`config.mk`:
```
export PLATFORM = sky130hd
export DESIGN_NAME = montar_senha_flat
export DESIGN_NICKNAME = d
export VERILOG_FILES = /design/src/rtl/montar_senha_pkg.sv /design/src/rtl/montar_senha_if.sv /design/src/rtl/montar_senha_contador_timeout.sv /design/src/rtl/montar_senha.sv /design/src/flat_wrapper.sv
export SDC_FILE = /design/constraint.sdc
export NUM_CORES = 1
export LEC_CHECK = 0
export BUFFER_PORTS_ARGS = -buffer_cell sky130_fd_sc_hd__buf_2
export CAP_MARGIN = 5
export CELL_PAD_IN_SITES_DETAIL_PLACEMENT = 1
export CELL_PAD_IN_SITES_GLOBAL_PLACEMENT = 2
export CORE_AREA = 2 2 104 76
export CTS_CLUSTER_SIZE = 16
export DETAILED_ROUTE_END_ITERATION = 6
export DIE_AREA = 0 0 106 78
export PLACE_DENSITY_LB_ADDON = 0.1
export SYNTH_ARGS = -nofsm -noshare
export SYNTH_HDL_FRONTEND = slang
export SYNTH_SLANG_ARGS = --single-unit
```
`constraint.sdc`:
```
create_clock -name clk -period 5.45 [get_ports clk]
set_clock_uncertainty 0.05 [all_clocks]
set_input_delay 0.2725 -clock clk [delete_from_list [all_inputs] [get_ports clk]]
set_output_delay 0.2725 -clock clk [all_outputs]
set_load 0.005 [all_outputs]
```
`src/rtl/montar_senha_pkg.sv`:
```
// rtl/montar_senha_pkg.sv - shared keypad/verifier packet types, key codes and packer state encoding.
package montar_senha_pkg;

  localparam logic [3:0] KEY_CLEAR   = 4'hA;
  localparam logic [3:0] KEY_ENTER   = 4'hB;
  localparam logic [3:0] BLANK_DIGIT = 4'b1111;

  typedef struct packed {
    logic       status;
    logic [3:0] digit1;
    logic [3:0] digit2;
    logic [3:0] digit3;
    logic [3:0] digit4;
  } pinPac_t;

  typedef logic [1:0] montar_state_t;
  localparam montar_state_t ST_IDLE    = 2'd0;
  localparam montar_state_t ST_COLLECT = 2'd1;
  localparam montar_state_t ST_SEND    = 2'd2;
  localparam montar_state_t ST_GAP     = 2'd3;

  localparam pinPac_t PIN_BLANK = '{status: 1'b0, digit1: BLANK_DIGIT, digit2: BLANK_DIGIT,
                                    digit3: BLANK_DIGIT, digit4: BLANK_DIGIT};

  function automatic logic is_digit(input logic [3:0] k);
    return k <= 4'd9;
  endfunction

endpackage

```
`src/rtl/montar_senha_if.sv`:
```
// rtl/montar_senha_if.sv - keypad-in / verifier-out bundle of the PIN packer.
interface montar_senha_if;
  import montar_senha_pkg::*;

  logic       key_valid;
  logic [3:0] key_code;
  logic       enable;
  pinPac_t    pin_out;
  logic [2:0] digit_count;
  logic       entry_error;
  logic       entry_timeout;

  modport master (
    output key_valid, key_code, enable,
    input  pin_out, digit_count, entry_error, entry_timeout
  );

  modport slave (
    input  key_valid, key_code, enable,
    output pin_out, digit_count, entry_error, entry_timeout
  );

endinterface

```
`src/rtl/montar_senha_contador_timeout.sv`:
```
// rtl/montar_senha_contador_timeout.sv - cycle counter giving a one-cycle expiry after LIMIT run cycles.
module contador_timeout #(
  parameter int LIMIT = 10
) (
  input  logic clk,
  input  logic rst,
  input  logic clear,
  input  logic run,
  output logic expired
);

  localparam int             W    = $clog2(LIMIT + 1);
  localparam logic [W-1:0]   LAST = W'(LIMIT - 1);

  logic [W-1:0] cnt_q, cnt_d;

  assign expired = run && (cnt_q == LAST);

  always_comb begin
    cnt_d = cnt_q;
    if (clear || expired) cnt_d = '0;
    else if (run)         cnt_d = cnt_q + 1'b1;
  end

  always_ff @(posedge clk or negedge rst) begin
    if (!rst) cnt_q <= '0;
    else      cnt_q <= cnt_d;
  end

endmodule

```
`src/rtl/montar_senha.sv`:
```
// rtl/montar_senha.sv - packs four keypad digits into a pinPac_t; AUTO_SUBMIT_EN submits on the 4th digit.
module montar_senha
  import montar_senha_pkg::*;
#(
  parameter int TIMEOUT_CYCLES = 50_000_000,
  parameter int STATUS_CYCLES  = 2
) (
  input  logic           clk,
  input  logic           rst,
  montar_senha_if.slave  bus
);

  montar_state_t state_q, state_d;
  pinPac_t       pin_q, pin_d;
  logic [2:0]    count_q, count_d;
  logic          error_q, error_d;
  logic          timeout_q, timeout_d;

  logic key_ok, key_dig, key_clr, key_ent;
  logic idle_run, idle_exp, hold_run, hold_exp;

  // Codes 0xC-0xF never count as a keypress, so they do not restart the idle timer either.
  assign key_ok  = bus.key_valid && bus.enable && (bus.key_code <= KEY_ENTER);
  assign key_dig = key_ok && is_digit(bus.key_code);
  assign key_clr = key_ok && (bus.key_code == KEY_CLEAR);
  assign key_ent = key_ok && (bus.key_code == KEY_ENTER);

  assign idle_run = (state_q == ST_COLLECT) && bus.enable && !key_ok;
  assign hold_run = (state_q == ST_SEND);

  contador_timeout #(.LIMIT(TIMEOUT_CYCLES)) u_idle (
    .clk(clk), .rst(rst), .clear(!idle_run), .run(idle_run), .expired(idle_exp)
  );

  contador_timeout #(.LIMIT(STATUS_CYCLES)) u_hold (
    .clk(clk), .rst(rst), .clear(!hold_run), .run(hold_run), .expired(hold_exp)
  );

  always_comb begin
    state_d   = state_q;
    pin_d     = pin_q;
    count_d   = count_q;
    error_d   = 1'b0;
    timeout_d = 1'b0;
    case (state_q)
      ST_IDLE: begin
        if (key_dig) begin
          pin_d.digit1 = bus.key_code;
          count_d      = 3'd1;
          state_d      = ST_COLLECT;
        end
      end
      ST_COLLECT: begin
        if (key_dig) begin
          case (count_q)
            3'd1:    pin_d.digit2 = bus.key_code;
            3'd2:    pin_d.digit3 = bus.key_code;
            3'd3:    pin_d.digit4 = bus.key_code;
            default: begin
              pin_d.digit1 = pin_q.digit2;
              pin_d.digit2 = pin_q.digit3;
              pin_d.digit3 = pin_q.digit4;
              pin_d.digit4 = bus.key_code;
            end
          endcase
          if (count_q != 3'd4) count_d = count_q + 3'd1;
`ifdef AUTO_SUBMIT_EN
          if (count_q == 3'd3) begin
            pin_d.status = 1'b1;
            state_d      = ST_SEND;
          end
`endif
        end else if (key_clr) begin
          pin_d   = PIN_BLANK;
          count_d = 3'd0;
          state_d = ST_IDLE;
        end else if (key_ent) begin
          if (count_q == 3'd4) begin
            pin_d.status = 1'b1;
            state_d      = ST_SEND;
          end else begin
            error_d = 1'b1;
            pin_d   = PIN_BLANK;
            count_d = 3'd0;
            state_d = ST_IDLE;
          end
        end else if (idle_exp) begin
          timeout_d = 1'b1;
          pin_d     = PIN_BLANK;
          count_d   = 3'd0;
          state_d   = ST_IDLE;
        end
      end
      ST_SEND: begin
        if (hold_exp) begin
          pin_d.status = 1'b0;
          state_d      = ST_GAP;
        end
      end
      default: begin
        pin_d   = PIN_BLANK;
        count_d = 3'd0;
        state_d = ST_IDLE;
      end
    endcase
    // A packet already on the wire always runs to completion.
    if (!bus.enable && (state_q != ST_SEND)) begin
      pin_d     = PIN_BLANK;
      count_d   = 3'd0;
      state_d   = ST_IDLE;
      error_d   = 1'b0;
      timeout_d = 1'b0;
    end
  end

  always_ff @(posedge clk or negedge rst) begin
    if (!rst) begin
      state_q   <= ST_IDLE;
      pin_q     <= PIN_BLANK;
      count_q   <= 3'd0;
      error_q   <= 1'b0;
      timeout_q <= 1'b0;
    end else begin
      state_q   <= state_d;
      pin_q     <= pin_d;
      count_q   <= count_d;
      error_q   <= error_d;
      timeout_q <= timeout_d;
    end
  end

  assign bus.pin_out       = pin_q;
  assign bus.digit_count   = count_q;
  assign bus.entry_error   = error_q;
  assign bus.entry_timeout = timeout_q;

endmodule

```
`src/flat_wrapper.sv`:
```
// flat-port wrapper written by rule: the top's interface ports become plain ports
module montar_senha_flat import montar_senha_pkg::*;
#(
  parameter int TIMEOUT_CYCLES = 50_000_000,
  parameter int STATUS_CYCLES  = 2
)
  (clk, rst, bus_key_valid, bus_key_code, bus_enable, bus_pin_out, bus_digit_count, bus_entry_error, bus_entry_timeout);
  montar_senha_if bus_i ();
  input  logic clk;
  input  logic rst;
  input wire logic [$bits(bus_i.key_valid)-1:0] bus_key_valid;
  input wire logic [$bits(bus_i.key_code)-1:0] bus_key_code;
  input wire logic [$bits(bus_i.enable)-1:0] bus_enable;
  output wire logic [$bits(bus_i.pin_out)-1:0] bus_pin_out;
  output wire logic [$bits(bus_i.digit_count)-1:0] bus_digit_count;
  output wire logic [$bits(bus_i.entry_error)-1:0] bus_entry_error;
  output wire logic [$bits(bus_i.entry_timeout)-1:0] bus_entry_timeout;
  assign bus_i.key_valid = bus_key_valid;
  assign bus_i.key_code = bus_key_code;
  assign bus_i.enable = bus_enable;
  assign bus_pin_out = bus_i.pin_out;
  assign bus_digit_count = bus_i.digit_count;
  assign bus_entry_error = bus_i.entry_error;
  assign bus_entry_timeout = bus_i.entry_timeout;
  montar_senha #(.TIMEOUT_CYCLES(TIMEOUT_CYCLES), .STATUS_CYCLES(STATUS_CYCLES)) u_core (.clk(clk), .rst(rst), .bus(bus_i));
endmodule
```
# [Word level (Yosys, flattened, before mapping)]
# Index checks and enable logic that the tools add are counted.
[totals] register_bits=52 in_bits=8 word_cells=124
[classes] addsub=3 magnitude_cmp=2 eq_ne=26 mux=51 reduce_logical=31
[ops] cell="$mux 17" count=4
[ops] cell="$mux 26" count=2
[ops] cell="$mux 16" count=2
[ops] cell="$add 26x1->26 const B" count=1
[ops] cell="$eq 26x26->1 const B" count=1
[ops] cell="$mux 3" count=8
[ops] cell="$pmux 12 s2" count=1
[ops] cell="$mux 2" count=10
[ops] cell="$ne 4x4->1 const B" count=5
[ops] cell="$reduce_and 4->1" count=5
[ops] cell="$pmux 4 s2" count=2
[ops] cell="$mux 1" count=15
[ops] cell="$mux 4" count=3
[ops] cell="$pmux 4 s3" count=1
[ops] cell="$logic_and 1x1->1" count=10
[ops] cell="$reduce_and 5->1" count=2
[ops] cell="$ne 3x3->1 const B" count=3
[ops] cell="$pmux 3 s3" count=1
[ops] cell="$eq 4x4->1 const B" count=2
[ops] cell="$le 4x4->1 const B" count=2
[ops] cell="$reduce_or 2->1" count=4
[ops] cell="$eq 3x2->1 const B" count=2
[ops] cell="$ne 6x3->1 const B" count=1
[ops] cell="$ne 6x4->1 const B" count=1
[ops] cell="other kinds (17)" count=25

# [Logic depth before layout (Yosys ltp)]
# Gate-level depths: netlist of the first run.
[logic_depth] ltp_word=11 ltp_mapped=8 depth_no_buf=7

# [Modules after synthesis]
# A second synthesis of the first run with hierarchy kept.
[unflattened] cells_unflattened=293 area_unflattened_um2=2947.8
[by_module_without_submodules] module="montar_senha" instances=1 cells_per_inst=132 area_per_inst_um2=1427.6
[by_module_without_submodules] module="contador_timeout at u_core.u_idle" instances=1 cells_per_inst=151 area_per_inst_um2=1408.9
[by_module_without_submodules] module="contador_timeout at u_core.u_hold" instances=1 cells_per_inst=10 area_per_inst_um2=111.4

# [Worst setup path after synthesis of the first run]
# Ideal clock, no wire load.
[synth_path] path_kind="register to register" startpoint="register u_core.u_idle.cnt_q[16]" endpoint="register u_core.pin_q (netlist bit u_core.bus.pin_out[12])" t_arrival_ps=1911 t_required_ps=5325 path_slack_ps=3414 stages_incl_launch_ff=6 path_cell_list="dfrtp_1 -> nor4b_2 -> nand4_1 -> or4_4 -> a211oi_4 -> mux2i_1"
[synth_between] elab_chain_cells=4
[synth_rtl] element="start: declaration" line="montar_senha_contador_timeout.sv:15" text="logic [W-1:0] cnt_q, cnt_d;"
[synth_rtl] element="start signal: assignment" line="montar_senha_contador_timeout.sv:27" text="else cnt_q <= cnt_d;"
[synth_rtl] element="$eq 26x26->1" line="montar_senha_contador_timeout.sv:17" text="assign expired = run && (cnt_q == LAST);"
[synth_rtl] element="$logic_and 1x1->1" line="montar_senha_contador_timeout.sv:17"
[synth_rtl] element="$ne 6x3->1 (no source line)"
[synth_rtl] element="$reduce_and 5->1 (no source line)"
[synth_rtl] element="end signal: assignment" line="montar_senha.sv:125" text="pin_q <= pin_d;"
[synth_rtl] element="end: declaration" line="montar_senha.sv:14" text="pinPac_t pin_q, pin_d;"
# Every way passes these cells.
# A chain may end at the register's enable or synchronous reset.

# [Worst setup path in the final report of the first run]
[layout_path] startpoint="register u_core.u_idle.cnt_q[11]" endpoint="register u_core.u_idle.cnt_q[22]"
[layout_between] elab_chain_cells=4 elab_cells_between_ends=7
[layout_rtl] element="parallel branches: the longest is 4 deep, another holds $add 26x1->26"
# Several ways; the timed one is not identified. The select of a mux whose other input is x is not followed.

==> results of run 1 <==
power by group:
part / total, mW / internal (mW) / switching, mW
clock: 0.236 / 0.104 / 0.132
sequential: 0.436 / 0.414 / 0.0219
combinational: 0.166 / 0.0630 / 0.103
total: 0.838 / 0.582 / 0.257
cells by family after synthesis:
family	after synthesis	synth area share (%)
mux	8	2.85
simple gates	115	22.0
compound gates	55	13.4
buf+inv	34	4.68
xor+xnor	22	6.87
flops	52	47.1
fa+ha+maj	7	3.12
flip-flops by register name (all words and copies together) (netlist names):
register                  flops
u_core.bus.pin_out           17
u_core.bus.entry_timeout      1
u_core.state_q                2
u_core.bus.digit_count        3
u_core.bus.entry_error        1
u_core.u_hold.cnt_q           2
u_core.u_idle.cnt_q          26
cell type report:
class / instances / area [um^2]
multi-input cells: 207 / 1350
clock buffers: 6 / 82.6
well taps: 98 / 123
clock inverters: 2 / 13.8
repair buffers: 30 / 153
inverters: 20 / 75.1
fillers: 859 / 4070
flip-flops and latches: 52 / 1320
cells in the mapped netlist, types with 3 or more instances:
cell / count
nor2b_1: 4
clkbuf_1: 10
nand3_1: 11
o22ai_1: 4
and2_1: 6
and3_1: 5
inv_1: 20
a22oi_1: 8
o21ai_0: 8
and4_1: 3
or3_1: 3
xor2_1: 13
nand2b_1: 3
xnor2_1: 9
o22a_1: 4
a21oi_1: 13
dfrtp_1: 36
nand4_1: 14
mux2i_1: 8
nor2_1: 34
nand2_1: 14
nor3_1: 7
dfstp_2: 16
ha_1: 7
buf_2: 3
critical path, cell delays in order (launching register included):
cell and delay [ps]:
dfrtp_1 530, nor4b_2 330, nand4_1 180, nor4_2 620
or3_1 810, nor2_1 140
metal layers:
metal	wire [um]	vias up	track usage, %
met5	0	-	0
met2	2800	30	25.5
li1	-	1070	-
met3	277	2	3.36
met4	30	0	3.16
met1	3850	1078	29.1
path summary, 6_finish.rpt:
kind	startpoint	end	slack [ps]	cells past startpoint
min in group clk	bus_key_code[0]	u_core.bus.pin_out[0]$_DFFE_PN1P_	240	2
max in group asynchronous	rst	u_core.u_idle.cnt_q[15]$_DFFE_PN0P_	4880	2
worst max register to register	u_core.u_idle.cnt_q[11]$_DFFE_PN0P_	u_core.u_idle.cnt_q[22]$_DFFE_PN0P_	2630	5
worst min register to register	u_core.u_hold.cnt_q[0]$_DFFE_PN0P_	u_core.u_hold.cnt_q[0]$_DFFE_PN0P_	390	1
worst min-delay path	rst	u_core.u_idle.cnt_q[3]$_DFFE_PN0P_	30	2
worst max-delay path	u_core.u_idle.cnt_q[11]$_DFFE_PN0P_	u_core.u_idle.cnt_q[22]$_DFFE_PN0P_	2630	5
per-stage QoR:
stage               worst slack, ps  area (um^2)
floorplan                      3410         2810
global placement               2730         3030
detailed placement             2640         3030
CTS                            2600         3120
global route                   2390         3120
finish                         2630         3120
==> flow_metrics.env, run 1 <==
export IMPL_numCtsBuffers=5
export IMPL_crit_required_ps=5550
export IMPL_final_cell_count_no_fill=415
export IMPL_drt_iter0_markers=73
export IMPL_dpl_hpwl_um=5240
export IMPL_start_util_pct=39.0
export IMPL_placedCellCount=407
export IMPL_cts_buffer_depth=2
export IMPL_grt_pass1_vias=2270
export IMPL_hp_class="in -> async"
export IMPL_avgSynthCellArea_um2=9.58
export IMPL_fp_dieW_um=106
export IMPL_final_cell_mix="dfrtp_1 (36), nor2_1 (34), buf_2 (29)"
export IMPL_synth_nets=308
export IMPL_grt_max_degree=53
export IMPL_max_freq_mhz=355
export IMPL_outcome="completed"
export IMPL_crit_path_start_kind="flip-flop"
export IMPL_setup_viol=0
export IMPL_antenna_cells=0
export IMPL_drc=0
export IMPL_worstMarginPinSlew_ps=920
export IMPL_whs_ps=32.2
export IMPL_critical_path_class="reg -> reg"
export IMPL_via_per_inst=5.25
export IMPL_grt_first_pass_wirelength_um=12000
export IMPL_cts_resized=0
export IMPL_clkLatencyLatePin_ps=300
export IMPL_fin_crit_sh_pct=51.7
export IMPL_netlist_area_um2=2810
export IMPL_wl_um=6960
export IMPL_die_area_um2=8270
export IMPL_postSynth_asyncResetShare_pct=100
export IMPL_std_cell_rows=26
export IMPL_core_um2=7190
export IMPL_ys_types=49
export IMPL_max_vdd_ir_drop_uv=110
export IMPL_io_pins=30
export IMPL_wl_per_cell_um=16.8
export IMPL_drive_gt1_share_pct=18.9
export IMPL_vias=2180
export IMPL_mostFrequentLayoutCell="dfrtp_1"
export IMPL_drv_slew=0
export IMPL_antenna_left=0
export IMPL_synth_top_area_share_pct=32.1
export IMPL_setup_tns_ps=0
export IMPL_cts_sinks=52
export IMPL_dr_pass1_iters=4
export IMPL_ys_seq_elements=52
export IMPL_cts_setup_buffers=0
export IMPL_power_uw=838
export IMPL_syn_instance_count=293
export IMPL_place_gp_congestion=0.782
export IMPL_path_max_fanout=26
export IMPL_fin_crit_ps=2820
export IMPL_relSlewSlack_pct=38.7
export IMPL_yosysTopAreaCell="dfrtp_1"
export IMPL_synthTopCellsByArea="dfrtp_1 (32%), dfstp_2 (15%), nor2_1 (4.5%)"
export IMPL_grt_overflow_total=0
export IMPL_grt_usage_pct=18.2
export IMPL_io_buffers=29
export IMPL_synth_edff_count=0
export IMPL_power_per_cell_area_nw_per_um2=268
export IMPL_endpoint_kind="flip-flop"
export IMPL_cts_hold_buf=0
export IMPL_die_y_um=78
export IMPL_maxCapViolations=0
export IMPL_htreeDepth=2
export IMPL_finalCoreUtilization_pct=43.4
export IMPL_syn2layout_area_growth_pct=11.2
export IMPL_cts_tree="yes"
export IMPL_p_leak_nw=1.32
export IMPL_hold_viol=0
export IMPL_rsz0062_at_grt="no"
export IMPL_synthFlopType="dfrtp_1"
export IMPL_antenna_found_initial=0
export IMPL_synth_warnings=0
export IMPL_worstPathArrival_ps=2920
export IMPL_nets=331
export IMPL_clkTransAtPathRegs_ps=100
export IMPL_cts_root_buffer="clkbuf_8"
export IMPL_ys_seq_area_share_pct=47.1
(Power assumes the default switching activity.)
==> run 2: changes to the inputs <==
- CORE_AREA: 2 2 104 76 -> 2 2 114 83
- DIE_AREA: 0 0 106 78 -> 0 0 116 85
- clock period: 5.45 -> 2.45 ns (I/O delays scaled with it)
==> run 2 against run 1 <==
  * Final cell count up 9.4%
  * Register-to-register slack lost 2500 ps
  * Worst setup slack got worse by 2500 ps
==> flow_metrics.env, run 2 (synthesis results as in run 1) <==
export IMPL_clkLatencyLatePin_ps=290
export IMPL_die_y_um=85
export IMPL_worstMarginPinSlew_ps=597
export IMPL_std_cell_rows=29
export IMPL_antenna_left=0
export IMPL_power_mw=2.13
export IMPL_grtUsageMet2_pct=21.9
export IMPL_worstPathArrival_ps=2450
export IMPL_crit_required_ps=2620
export IMPL_crit_path_top_delay_cell="or4_4"
export IMPL_path_max_fanout=6
export IMPL_core_um2=8780
export IMPL_drv_slew=0
export IMPL_rsz0062_at_grt="no"
export IMPL_max_freq_mhz=439
export IMPL_grt_overflow_total=0
export IMPL_wl_per_cell_um=16.6
export IMPL_grt_first_pass_wirelength_um=12600
export IMPL_antenna_cells=0
export IMPL_nets=344
export IMPL_wl_um=7540
export IMPL_top_register="u_core.u_idle.cnt_q"
export IMPL_critical_path_class="reg -> reg"
export IMPL_gr_usage_met3_pct=3.93
export IMPL_crit_buf_inv=0
export IMPL_cp_cell_sequence="ha_1 > and2_1 > nand2_1 > or4_4 > a211oi_4 > mux2i_1"
export IMPL_r2r_cells=6
export IMPL_grt_pass1_vias=2289
export IMPL_fin_crit_sh_pct=92.9
export IMPL_final_cell_mix="dfrtp_1 (36), nor2_1 (34), buf_2 (29)"
export IMPL_numCtsBuffers=5
export IMPL_setup_tns_ps=0
export IMPL_io_pins=30
export IMPL_grt_max_degree=27
export IMPL_via_per_inst=5.01
export IMPL_whs_ps=99.7
export IMPL_antenna_found_initial=0
export IMPL_cts_setup_buffers=0
export IMPL_vias=2274
export IMPL_max_vdd_ir_drop_uv=436
export IMPL_endpoint_kind="flip-flop"
export IMPL_clkTransAtPathRegs_ps=70
export IMPL_mostFrequentLayoutCell="dfrtp_1"
export IMPL_crit_family="simple AND/OR/NAND/NOR gates"
export IMPL_hp_class="in -> reg"
export IMPL_outcome="completed"
export IMPL_reg2reg_setup_slack_ps=170
export IMPL_maxCapViolations=0
export IMPL_fp_dieW_um=116
export IMPL_io_buffers=29
export IMPL_cts_root_buffer="clkbuf_16"
export IMPL_htreeDepth=2
export IMPL_setup_viol=0
export IMPL_holdPathEnd="u_core.bus.pin_out[0]$_DFFE_PN1P_"
export IMPL_start_util_pct=32.0
export IMPL_relSlewSlack_pct=59.9
export IMPL_syn2layout_area_growth_pct=18.5
export IMPL_hp_start="bus_key_code[0]"
export IMPL_die_area_um2=9860
export IMPL_drive_gt1_share_pct=22.1
export IMPL_fin_crit_ps=2280
export IMPL_largest_reg_flops=26
export IMPL_crit_path_start_kind="flip-flop"
export IMPL_hold_depth=2
export IMPL_grt_busiest_layer="met1"
export IMPL_drt_iter0_markers=63
export IMPL_finalCoreUtilization_pct=37.9
export IMPL_dr_pass1_iters=4
export IMPL_place_gp_congestion=0.763
export IMPL_p_leak_nw=1.42
export IMPL_cts_buffer_depth=2
export IMPL_grt_usage_pct=16.6
export IMPL_cts_tree="yes"
export IMPL_dpl_hpwl_um=5780
export IMPL_power_per_cell_area_nw_per_um2=641
export IMPL_cts_sinks=52
export IMPL_drc=0
export IMPL_rr_startpoint="u_core.u_idle.cnt_q[0]$_DFFE_PN0P_"
export IMPL_rr_endpoint="u_core.bus.pin_out[14]$_DFFE_PN1P_"
export IMPL_max_stage_delay_ps=560
export IMPL_grt_util_met1_pct=27.0
export IMPL_hold_viol=0
-- run 2: cell types whose count changed in the layout (fill, tap and decap cells not counted) --
cell and change:
dlygate4sd3_1 +1, nor4b_1 -1, nor4b_2 +1, inv_4 +1, clkbuf_8 -6, buf_4 +12
inv_6 -1, clkbuf_16 +6
-- run 2: worst max-delay path by stage --
stage / cells past startpoint / to / slack [ps] / from
2_1_floorplan: 5 / u_core.bus.pin_out[12]$_DFFE_PN1P_ / 410 / u_core.u_idle.cnt_q[16]$_DFFE_PN0P_
4_1_cts: 6 / u_core.bus.pin_out[14]$_DFFE_PN1P_ / 150 / u_core.u_idle.cnt_q[0]$_DFFE_PN0P_
3_3_place_gp: 5 / u_core.bus.pin_out[14]$_DFFE_PN1P_ / 240 / u_core.u_idle.cnt_q[18]$_DFFE_PN0P_
3_5_place_dp: 6 / u_core.bus.pin_out[14]$_DFFE_PN1P_ / 170 / u_core.u_idle.cnt_q[0]$_DFFE_PN0P_
6_report: 6 / u_core.bus.pin_out[14]$_DFFE_PN1P_ / 170 / u_core.u_idle.cnt_q[0]$_DFFE_PN0P_
5_1_grt: 6 / u_core.bus.pin_out[15]$_DFFE_PN1P_ / 30 / u_core.u_idle.cnt_q[0]$_DFFE_PN0P_
-- run 2: area by class of cell --
type,count,area (um^2)
fill,1036,5460
multi-input combinational,207,1360
sequential,52,1320
timing repair buffer,43,253
tap,124,155
clock buffer,6,150
inverter,20,75.1
clock inverter,2,11.3
-- run 2: stage by stage --
stage | instances | setup slack (ps) | instance area, um^2
after floorplan | 293 | 414 | 2810
after global placement | 445 | 243 | 3150
after detailed placement | 445 | 172 | 3150
after CTS | 454 | 149 | 3320
after global routing | 454 | 31.5 | 3330
final | 454 | 175 | 3330
-- run 2: what timing repair did --
| action | 4_1_cts | 5_1_grt |
|---|---|---|
| hold buffers | 1 | 0 |
| setup endpoints to repair | 0 | 8 |
| endpoints found under the hold margin | 16 | 0 |
| resized for setup | 0 | 1 |
-- run 2: metal layers --
layer  wire length (um)  vias up
met2               2920       30
met4                 53        0
met3                267        5
li1                   -     1101
met5                  0        -
met1               4300     1138
-- run 2: power by group --
part           leakage (nW)  switching (mW)  internal [mW]
clock network        0.0823           0.325          0.440
logic                 0.671           0.238          0.158
registers             0.669          0.0480          0.922
==> run 3: changes to the inputs <==
- CORE_AREA: 2 2 114 83 -> 2 2 108 78
- DIE_AREA: 0 0 116 85 -> 0 0 110 80
- clock period: 2.45 -> 2.5 ns (I/O delays scaled with it)
==> run 3 against run 2 <==
  * Count of clock-buffer cells in the layout up 1
  * Non-clock buffer count down 3
  * Core utilization up 3.5 points
  * Largest cell class unchanged
  * Largest power group unchanged
==> flow_metrics.env, run 3 (synthesis results as in run 1) <==
export IMPL_antenna_cells=0
export IMPL_antenna_found_initial=0
export IMPL_start_util_pct=36.3
export IMPL_crit_family="simple AND/OR/NAND/NOR gates"
export IMPL_hp_start="bus_key_code[0]"
export IMPL_hold_depth=3
export IMPL_power_frac_clock_pct=28.5
export IMPL_relSlewSlack_pct=53.3
export IMPL_die_y_um=80
export IMPL_outcome="completed"
export IMPL_hp_class="in -> reg"
export IMPL_path_max_fanout=6
export IMPL_seq_area_um2=1320
export IMPL_r2r_cells=5
export IMPL_intPower_mw=1.28
export IMPL_io_buffers=29
export IMPL_drt_iter0_markers=84
export IMPL_grt_usage_pct=18.0
export IMPL_grt_overflow_total=0
export IMPL_cts_buffer_depth=2
export IMPL_fin_area_um2=3200
export IMPL_max_freq_mhz=439
export IMPL_via_per_inst=5.34
export IMPL_reg2reg_setup_slack_ps=220
export IMPL_fp_dieW_um=110
export IMPL_hold_viol=0
export IMPL_cp_cell_sequence="nor4b_2 > nand4_1 > or4_4 > a211oi_4 > mux2i_1"
export IMPL_cts_sinks=52
export IMPL_crit_path_start_kind="flip-flop"
export IMPL_max_vdd_ir_drop_uv=246
export IMPL_final_cell_mix="dfrtp_1 (36), nor2_1 (34), buf_2 (29)"
export IMPL_grt_first_pass_wirelength_um=12200
export IMPL_io_pins=30
export IMPL_worstMarginPinSlew_ps=701
export IMPL_worstPathArrival_ps=2460
export IMPL_grt_max_degree=53
export IMPL_power_switching_uw=574
export IMPL_crit_path_top_delay_cell="or4_4"
export IMPL_p_seq_share_pct=51.3
export IMPL_n_fill_cell=912
export IMPL_drive_gt1_share_pct=20.8
export IMPL_std_cell_rows=27
export IMPL_cts_tree="yes"
export IMPL_placed_area_um2=3100
export IMPL_holdPathEnd="u_core.bus.entry_error$_DFF_PN0_"
export IMPL_power_frac_comb_pct=20.1
export IMPL_vias=2284
export IMPL_setup_viol=0
export IMPL_die_area_um2=8800
export IMPL_dpl_hpwl_um=5350
export IMPL_core_um2=7740
export IMPL_power_per_cell_area_nw_per_um2=578
export IMPL_clkLatencyLatePin_ps=310
export IMPL_max_stage_delay_ps=580
export IMPL_antenna_left=0
export IMPL_critPathLaunch="u_core.u_idle.cnt_q[16]$_DFFE_PN0P_"
export IMPL_syn2layout_area_growth_pct=14.1
export IMPL_critical_path_class="reg -> reg"
export IMPL_numCtsBuffers=5
export IMPL_top_register="u_core.u_idle.cnt_q"
export IMPL_clkTransAtPathRegs_ps=100
export IMPL_fin_crit_sh_pct=91.1
export IMPL_endpoint_kind="flip-flop"
export IMPL_wl_per_cell_um=16.9
export IMPL_drc=0
export IMPL_rr_endpoint="u_core.bus.pin_out[13]$_DFFE_PN1P_"
export IMPL_fin_crit_ps=2280
export IMPL_largest_reg_flops=26
export IMPL_htreeDepth=2
export IMPL_place_ws_ps=234
export IMPL_rsz0062_at_grt="no"
export IMPL_crit_required_ps=2690
export IMPL_nets=341
export IMPL_dr_pass1_iters=4
export IMPL_cts_root_buffer="clkbuf_8"
export IMPL_wl_um=7250
export IMPL_p_leak_nw=1.37
export IMPL_drv_slew=0
export IMPL_maxCapViolations=0
export IMPL_cts_setup_buffers=0
export IMPL_mostFrequentLayoutCell="dfrtp_1"
export IMPL_setup_tns_ps=0
export IMPL_crit_buf_inv=0
export IMPL_timing_final_ws_setup_ps=222
export IMPL_sw_frac_of_total_pct=31.0
export IMPL_place_gp_congestion=0.749
export IMPL_grt_pass1_vias=2264
export IMPL_rr_startpoint="u_core.u_idle.cnt_q[16]$_DFFE_PN0P_"
export IMPL_multiInputGateArea_um2=1350
[run 3: worst min-delay path, delay by kind of cell]
kind,cells,cell delay [ps]
simple gates,2,120
buf+inv,1,160
[run 3: per-stage QoR]
step / hold slack, ps / total power, mW / utilization, % / cells
2_1_floorplan: -221 / 1.20 / - / 293
3_3_place_gp: 249 / 1.34 / 40.0 / 419
3_5_place_dp: 259 / 1.34 / 40.0 / 419
4_1_cts: 73.4 / 1.88 / 41.4 / 428
5_1_grt: 94.5 / 1.97 / 41.4 / 428
6_report: 80.6 / 1.85 / 41.4 / 428
[run 3: worst max path at each step]
stage / end / slack [ps] / depth (start not counted)
floorplan: u_core.bus.pin_out[12]$_DFFE_PN1P_ / 460 / 5
global placement: u_core.bus.pin_out[13]$_DFFE_PN1P_ / 340 / 6
detailed placement: u_core.bus.pin_out[13]$_DFFE_PN1P_ / 230 / 6
CTS: u_core.bus.pin_out[13]$_DFFE_PN1P_ / 190 / 6
global route: u_core.bus.pin_out[13]$_DFFE_PN1P_ / 70 / 6
finish: u_core.bus.pin_out[13]$_DFFE_PN1P_ / 220 / 5
[run 3: what timing repair did]
| item | 4_1_cts | 5_1_grt |
|---|---|---|
| resized for setup | 0 | 0 |
| endpoints found under the hold margin | 36 | 0 |
| hold buffers | 1 | 0 |
[run 3: metal layers]
layer	wire, um	track usage [%]	vias to the layer above
met1	4160	29.0	1146
met3	259	3.43	5
met4	44	3.42	0
li1	-	-	1100
met5	0	0	-
met2	2780	24.4	33
[run 3: final cells by class]
class	instances	share of cell area, %
Clock buffer	7	2.70
Clock inverter	1	0.274
Inverter	20	2.34
Multi-Input combinational cell	207	42.3
Sequential cell	52	41.3
Tap cell	101	3.95
Timing Repair Buffer	40	7.19
[run 3: power by group through the flow]
stage                     registers, mW  logic, mW  clock network (mW)
final                             0.951      0.373               0.528
after global placement            0.966      0.372                   0
after global routing              0.960      0.424               0.586
after CTS                         0.951      0.379               0.549
after detailed placement          0.966      0.376                   0
after floorplan                   0.952      0.246                   0
